File: config.mk
export PLATFORM = sky130hd
export DESIGN_NAME = serial_subtractor_flat
export DESIGN_NICKNAME = d
export VERILOG_FILES = /design/src/rtl/serial_arith_pkg.sv /design/src/rtl/serial_subtractor_if.sv /design/src/rtl/serial_subtractor_full_adder_cell.sv /design/src/rtl/serial_subtractor.sv /design/src/flat_wrapper.sv
export SDC_FILE = /design/constraint.sdc
export NUM_CORES = 1
export LEC_CHECK = 0
export CORE_MARGIN = 8
export CORE_UTILIZATION = 51
export CTS_CLUSTER_DIAMETER = 80
export DETAILED_ROUTE_END_ITERATION = 16
export PLACE_DENSITY = 0.79
export SYNTH_ARGS = -nofsm -noshare
export SYNTH_HDL_FRONTEND = slang
export SYNTH_SLANG_ARGS = --single-unit
export TNS_END_PERCENT = 50
File: constraint.sdc
create_clock -name clk -period 4.9 [get_ports clk]
set_clock_uncertainty 0.2 [all_clocks]
set_input_delay 1.225 -clock clk [delete_from_list [all_inputs] [get_ports clk]]
set_output_delay 1.225 -clock clk [all_outputs]
set_load 0.02 [all_outputs]
File: src/rtl/serial_arith_pkg.sv
// Shared definitions for the bit-serial arithmetic blocks: FSM encoding,
// default operand width and a counter-width helper.
package serial_arith_pkg;

    localparam int DEFAULT_WIDTH = 4;

    localparam logic [1:0] IDLE = 2'd0;
    localparam logic [1:0] RUN  = 2'd1;
    localparam logic [1:0] DONE = 2'd2;

    // Bits needed to count 0..value-1; never less than one bit.
    function automatic int clog2(input int value);
        int r;
        r = 0;
        for (int i = 0; i < 32; i++) begin
            if ((1 << i) < value) r = i + 1;
        end
        return (r < 1) ? 1 : r;
    endfunction

endpackage

File: src/rtl/serial_subtractor_if.sv
// Start/done request bus of the serial subtractor. The requester owns start/a/b;
// the subtractor owns busy/done and the result fields.
//
// Handshake: a request is taken on a rising clk edge where start=1 and busy=0.
// done pulses for one cycle when difference/carryout/overflow are fresh; the
// result fields otherwise hold the previous completion.
interface serial_subtractor_if #(
    parameter int WIDTH = 4
);
    logic             start;
    logic [WIDTH-1:0] a;
    logic [WIDTH-1:0] b;
    logic             busy;
    logic             done;
    logic [WIDTH-1:0] difference;
    logic             carryout;
    logic             overflow;

    modport master (
        output start, a, b,
        input  busy, done, difference, carryout, overflow
    );

    modport slave (
        input  start, a, b,
        output busy, done, difference, carryout, overflow
    );
endinterface

File: src/rtl/serial_subtractor_full_adder_cell.sv
// Combinational 1-bit full adder; the serial subtractor reuses one instance
// every cycle.
module full_adder_cell (
    input  logic i_a,
    input  logic i_b,
    input  logic i_cin,
    output logic o_sum,
    output logic o_cout
);
    assign o_sum  = i_a ^ i_b ^ i_cin;
    assign o_cout = (i_a & i_b) | (i_a & i_cin) | (i_b & i_cin);
endmodule

File: src/rtl/serial_subtractor.sv
// Bit-serial two's-complement subtractor: a - b computed as a + ~b + 1, one bit
// per clock LSB first, with registered result, carryout and overflow.
module serial_subtractor
    import serial_arith_pkg::*;
#(
    parameter int WIDTH = DEFAULT_WIDTH
) (
    input  logic                clk,
    input  logic                reset,
    serial_subtractor_if.slave  bus,
    output logic [1:0]          o_dbg_state
);
    localparam int             CW   = clog2(WIDTH);
    localparam logic [CW-1:0]  LAST = CW'(WIDTH - 1);

    logic [1:0]       r_state;
    logic [WIDTH-1:0] r_a_sr;
    logic [WIDTH-1:0] r_b_sr;
    logic [WIDTH-1:0] r_res;
    logic [CW-1:0]    r_cnt;
    logic             r_carry;
    logic [WIDTH-1:0] r_diff;
    logic             r_cout;
    logic             r_ovf;

    logic             w_accept;
    logic             w_sum;
    logic             w_cout;

    // Subtrahend bit is inverted here so the cell stays a plain adder.
    full_adder_cell u_fa (
        .i_a    (r_a_sr[0]),
        .i_b    (~r_b_sr[0]),
        .i_cin  (r_carry),
        .o_sum  (w_sum),
        .o_cout (w_cout)
    );

    assign w_accept = bus.start && ((r_state == IDLE) || (r_state == DONE));

    always_ff @(posedge clk) begin
        if (reset) begin
            r_state <= IDLE;
            r_a_sr  <= '0;
            r_b_sr  <= '0;
            r_res   <= '0;
            r_cnt   <= '0;
            r_carry <= 1'b0;
            r_diff  <= '0;
            r_cout  <= 1'b0;
            r_ovf   <= 1'b0;
        end else begin
            case (r_state)
                RUN: begin
                    r_res   <= {w_sum, r_res[WIDTH-1:1]};
                    r_carry <= w_cout;
                    r_a_sr  <= r_a_sr >> 1;
                    r_b_sr  <= r_b_sr >> 1;
                    r_cnt   <= r_cnt + CW'(1);
                    // On the MSB step r_carry is still the carry into the MSB.
                    if (r_cnt == LAST) begin
                        r_diff  <= {w_sum, r_res[WIDTH-1:1]};
                        r_cout  <= w_cout;
                        r_ovf   <= r_carry ^ w_cout;
                        r_state <= DONE;
                    end
                end
                default: begin
                    if (w_accept) begin
                        r_a_sr  <= bus.a;
                        r_b_sr  <= bus.b;
                        r_carry <= 1'b1;
                        r_cnt   <= '0;
                        r_state <= RUN;
                    end else begin
                        r_state <= IDLE;
                    end
                end
            endcase
        end
    end

    assign bus.busy       = (r_state == RUN);
    assign bus.done       = (r_state == DONE);
    assign bus.difference = r_diff;
    assign bus.carryout   = r_cout;
    assign bus.overflow   = r_ovf;
    assign o_dbg_state    = r_state;

endmodule

File: src/flat_wrapper.sv
// flat-port wrapper written by rule: the top's interface ports become plain ports
module serial_subtractor_flat import serial_arith_pkg::*;
#(
    parameter int WIDTH = DEFAULT_WIDTH
)
  (clk, reset, o_dbg_state, bus_start, bus_a, bus_b, bus_busy, bus_done, bus_difference, bus_carryout, bus_overflow);
  serial_subtractor_if #(.WIDTH(WIDTH)) bus_i ();
  input  logic clk;
  input  logic reset;
  output logic [1:0] o_dbg_state;
  input wire logic [$bits(bus_i.start)-1:0] bus_start;
  input wire logic [$bits(bus_i.a)-1:0] bus_a;
  input wire logic [$bits(bus_i.b)-1:0] bus_b;
  output wire logic [$bits(bus_i.busy)-1:0] bus_busy;
  output wire logic [$bits(bus_i.done)-1:0] bus_done;
  output wire logic [$bits(bus_i.difference)-1:0] bus_difference;
  output wire logic [$bits(bus_i.carryout)-1:0] bus_carryout;
  output wire logic [$bits(bus_i.overflow)-1:0] bus_overflow;
  assign bus_i.start = bus_start;
  assign bus_i.a = bus_a;
  assign bus_i.b = bus_b;
  assign bus_busy = bus_i.busy;
  assign bus_done = bus_i.done;
  assign bus_difference = bus_i.difference;
  assign bus_carryout = bus_i.carryout;
  assign bus_overflow = bus_i.overflow;
  serial_subtractor #(.WIDTH(WIDTH)) u_core (.clk(clk), .reset(reset), .bus(bus_i), .o_dbg_state(o_dbg_state));
endmodule
==> impl_results.md <==
* Status: finished clean
* Core area at 4980 um2
* Die area at 7570 um2
* Crit Reg-Reg Endpoint: u_core.r_cnt[19]$_SDFFE_PP0P_
* Pwr dens at 257 nW/um2
* Pleak at 0.915 nW
* DRT iter0 DRCs at 235
* I/O pin count at 21
* Period utilisation layout at 61.6%
* GR Util All Layers at 15.6%
* Starting Density at 51.6%
* Clk_lat worst skew at 300 ps
* Post-synth EDFFs at 0
* Slew margin rel. at 26.2%
* DR WL/cell at 15.0 um
* Cell depth of the worst flop-to-flop path at 4
* Most common cell after layout, fill and taps aside: dfxtp_1
* Clock sinks at 52
* Clock share of power at 32.8%
* Critical hold path startpoint: u_core.r_b_sr[1]$_SDFFE_PP0P_
* Internal cell power at 0.557 mW
* Setup violators final at 0
* Worst vdd ir at 0.239 mV
* Core Util, Final at 57.8%
* Setup slack, reg-to-reg at 2380 ps
* Register share of total power at 59.0%
* Final Instance Area at 2880 um2
* Post-layout min period at 3020 ps
* Seq/Total Area, Yosys at 40.5%
* DIE HEIGHT at 87.0 um
* Setup Fix Bufs, Post-CTS at 0
* Initial antenna violation count at 0
* Clk slew on worst S/H paths at 90 ps
* Inst Count DP at 370
* Largest net degree at the start of global routing at 65
* Max Cap Viol at 0
* Setup WS post-layout at 1880 ps
* Fmax at 331 MHz
* RSZ-0062 raised after global routing: false
* H-tree levels at 2
* 1st-pass router iterations at 4
* Worst min-delay path class: flip-flop to flip-flop
* Residual DRC at 0
* Cells resized by post-CTS repair at 0
* CP arrival at 1590 ps
* Cts bufs inserted at 5
* Mapped Area at 2570 um2
* Top FF cell, synth: dfxtp_1
* Global-route wire length before repair at 9690 um
* Min Hold Slack at 262 ps
* Antenna diodes at 0
* Setup Crit Path Kind: flip-flop to output port
* Post-Syn Instances at 299
* Worst Setup End Kind: output port
* Drt via density at 6.05
* Final wirelength at 5680 um
* Flip-flop and latch count after synthesis at 52
* Share of post-route cells with drive strength above 1 at 10.1%
* Total Neg Setup Slack at 0 ps
* Place WS at 1960 ps
* Synthesized Nets at 312
* Detail Route Antenna Nets at 0
* Post-Syn Area per Cell at 8.60 um2
* Number of synthesis warnings at 0
* Gr ovfl total at 0
* DP Area at 2790 um2
* Worst Tran Pin Value at 1110 ps
* Hold Path Depth at 2
* Post-DP HPWL at 3950 um
* CTS tree: done
* Ys async rst share at 0%
* Worst setup startpoint: u_core.o_dbg_state[0]$_SDFFE_PP0P_
* Switching Share at 24.8%
* Hold Violations, Final at 0
* Via count at 2288
* Synth cell types at 40
* Chip width at 87.0 um
* Post-CTS Hold Buffers at 0
* Psw at 0.184 mW
* Non-Filler Instances at 378
* Clock Path Buffers at 2
* Tot Pwr at 0.741 mW
* Leading cell types in the layout, fill and taps excluded: dfxtp_1 (52), nor2_1 (27), a21oi_1 (23)
* IO Port Bufs at 20
* Hold Path Sink: u_core.r_b_sr[1]$_SDFFE_PP0P_
* Fin. max-slew vios at 0
* Vias in the first global route at 2139
* Setup crit start kind: flip-flop
* Comb pwr share at 8.3%
* GP Congestion at 0.854
* Crit path max fanout at 7
* Root Driver: clkbuf_8
* WP data required at 3470 ps
* Row count at 26
* Area grow syn2layout at 12.0%
* NumNets Final at 320
* Reg2reg start: u_core.r_cnt[3]$_SDFFE_PP0P_
state kept, by name (all words and copies together), names as in the netlist:
| register | flops |
|---|---|
| u_core.bus.carryout | 1 |
| u_core.bus.difference | 4 |
| u_core.bus.overflow | 1 |
| u_core.o_dbg_state | 2 |
| u_core.r_a_sr | 4 |
| u_core.r_b_sr | 4 |
| u_core.r_carry | 1 |
| u_core.r_cnt | 32 |
| u_core.r_res | 3 |
power by group through the flow:
stage	clock, mW	sequential (mW)	combinational, mW
floorplan	0	0.446	0.0411
global placement	0	0.446	0.0594
detailed placement	0	0.447	0.0613
CTS	0.249	0.437	0.0614
global route	0.267	0.438	0.0677
finish	0.243	0.437	0.0614
layout make-up:
type                            count  area (um2)
Inverter                            7        26.3
Clock buffer                        6        72.6
Sequential cell                    52        1040
Multi-Input combinational cell    219        1420
Clock inverter                      2        16.3
Fill cell                         438        2100
Timing Repair Buffer               22         210
Tap cell                           70        87.6
layer usage:
layer	track usage, %	share of wire (%)
met2	27.0	49
met3	2.83	3.8
met4	4.85	1.2
met1	18.9	46
met5	0	0
synthesized netlist by cell type, drive strengths merged (5+ instances only):
cell type | count | area share (%)
dfxtp | 52 | 41
nor2 | 27 | 3.9
a21oi | 23 | 4.5
clkbuf | 20 | 2.9
nand2 | 18 | 2.6
nand4 | 18 | 5.0
mux2 | 16 | 7.0
nand3 | 16 | 3.1
nor4 | 13 | 3.4
nor3b | 12 | 3.5
nor3 | 9 | 1.8
a22oi | 7 | 2.0
inv | 7 | 1.0
o211ai | 6 | 1.8
and4 | 5 | 1.8
mux2i | 5 | 1.9
o31ai | 5 | 1.5
or3 | 5 | 1.2
worst max-delay path: stages, from the launching register on:
cell,delay [ps]
dfxtp_1,470
nor2b_1,200
clkdlybuf4s50_1,630
worst max-delay path by stage:
stage / to / cells past startpoint
after global routing: bus_busy / 2
after floorplan: bus_busy / 2
after global placement: u_core.r_cnt[19]$_SDFFE_PP0P_ / 5
after detailed placement: u_core.r_cnt[29]$_SDFFE_PP0P_ / 5
final: bus_busy / 2
after CTS: bus_busy / 2
cells by family (layout without fill, tap and decap cells):
| logic type | count (synthesis) | in the layout | synth area share [%] |
|---|---|---|---|
| mux | 21 | 21 | 8.96 |
| simple gates | 141 | 141 | 31.3 |
| xor+xnor | 1 | 1 | 0.341 |
| compound gates | 54 | 54 | 13.6 |
| fa+ha+maj | 2 | 2 | 1.27 |
| flops | 52 | 52 | 40.5 |
| buf+inv | 28 | 37 | 4.09 |
Power figures use the tool's default switching activity.
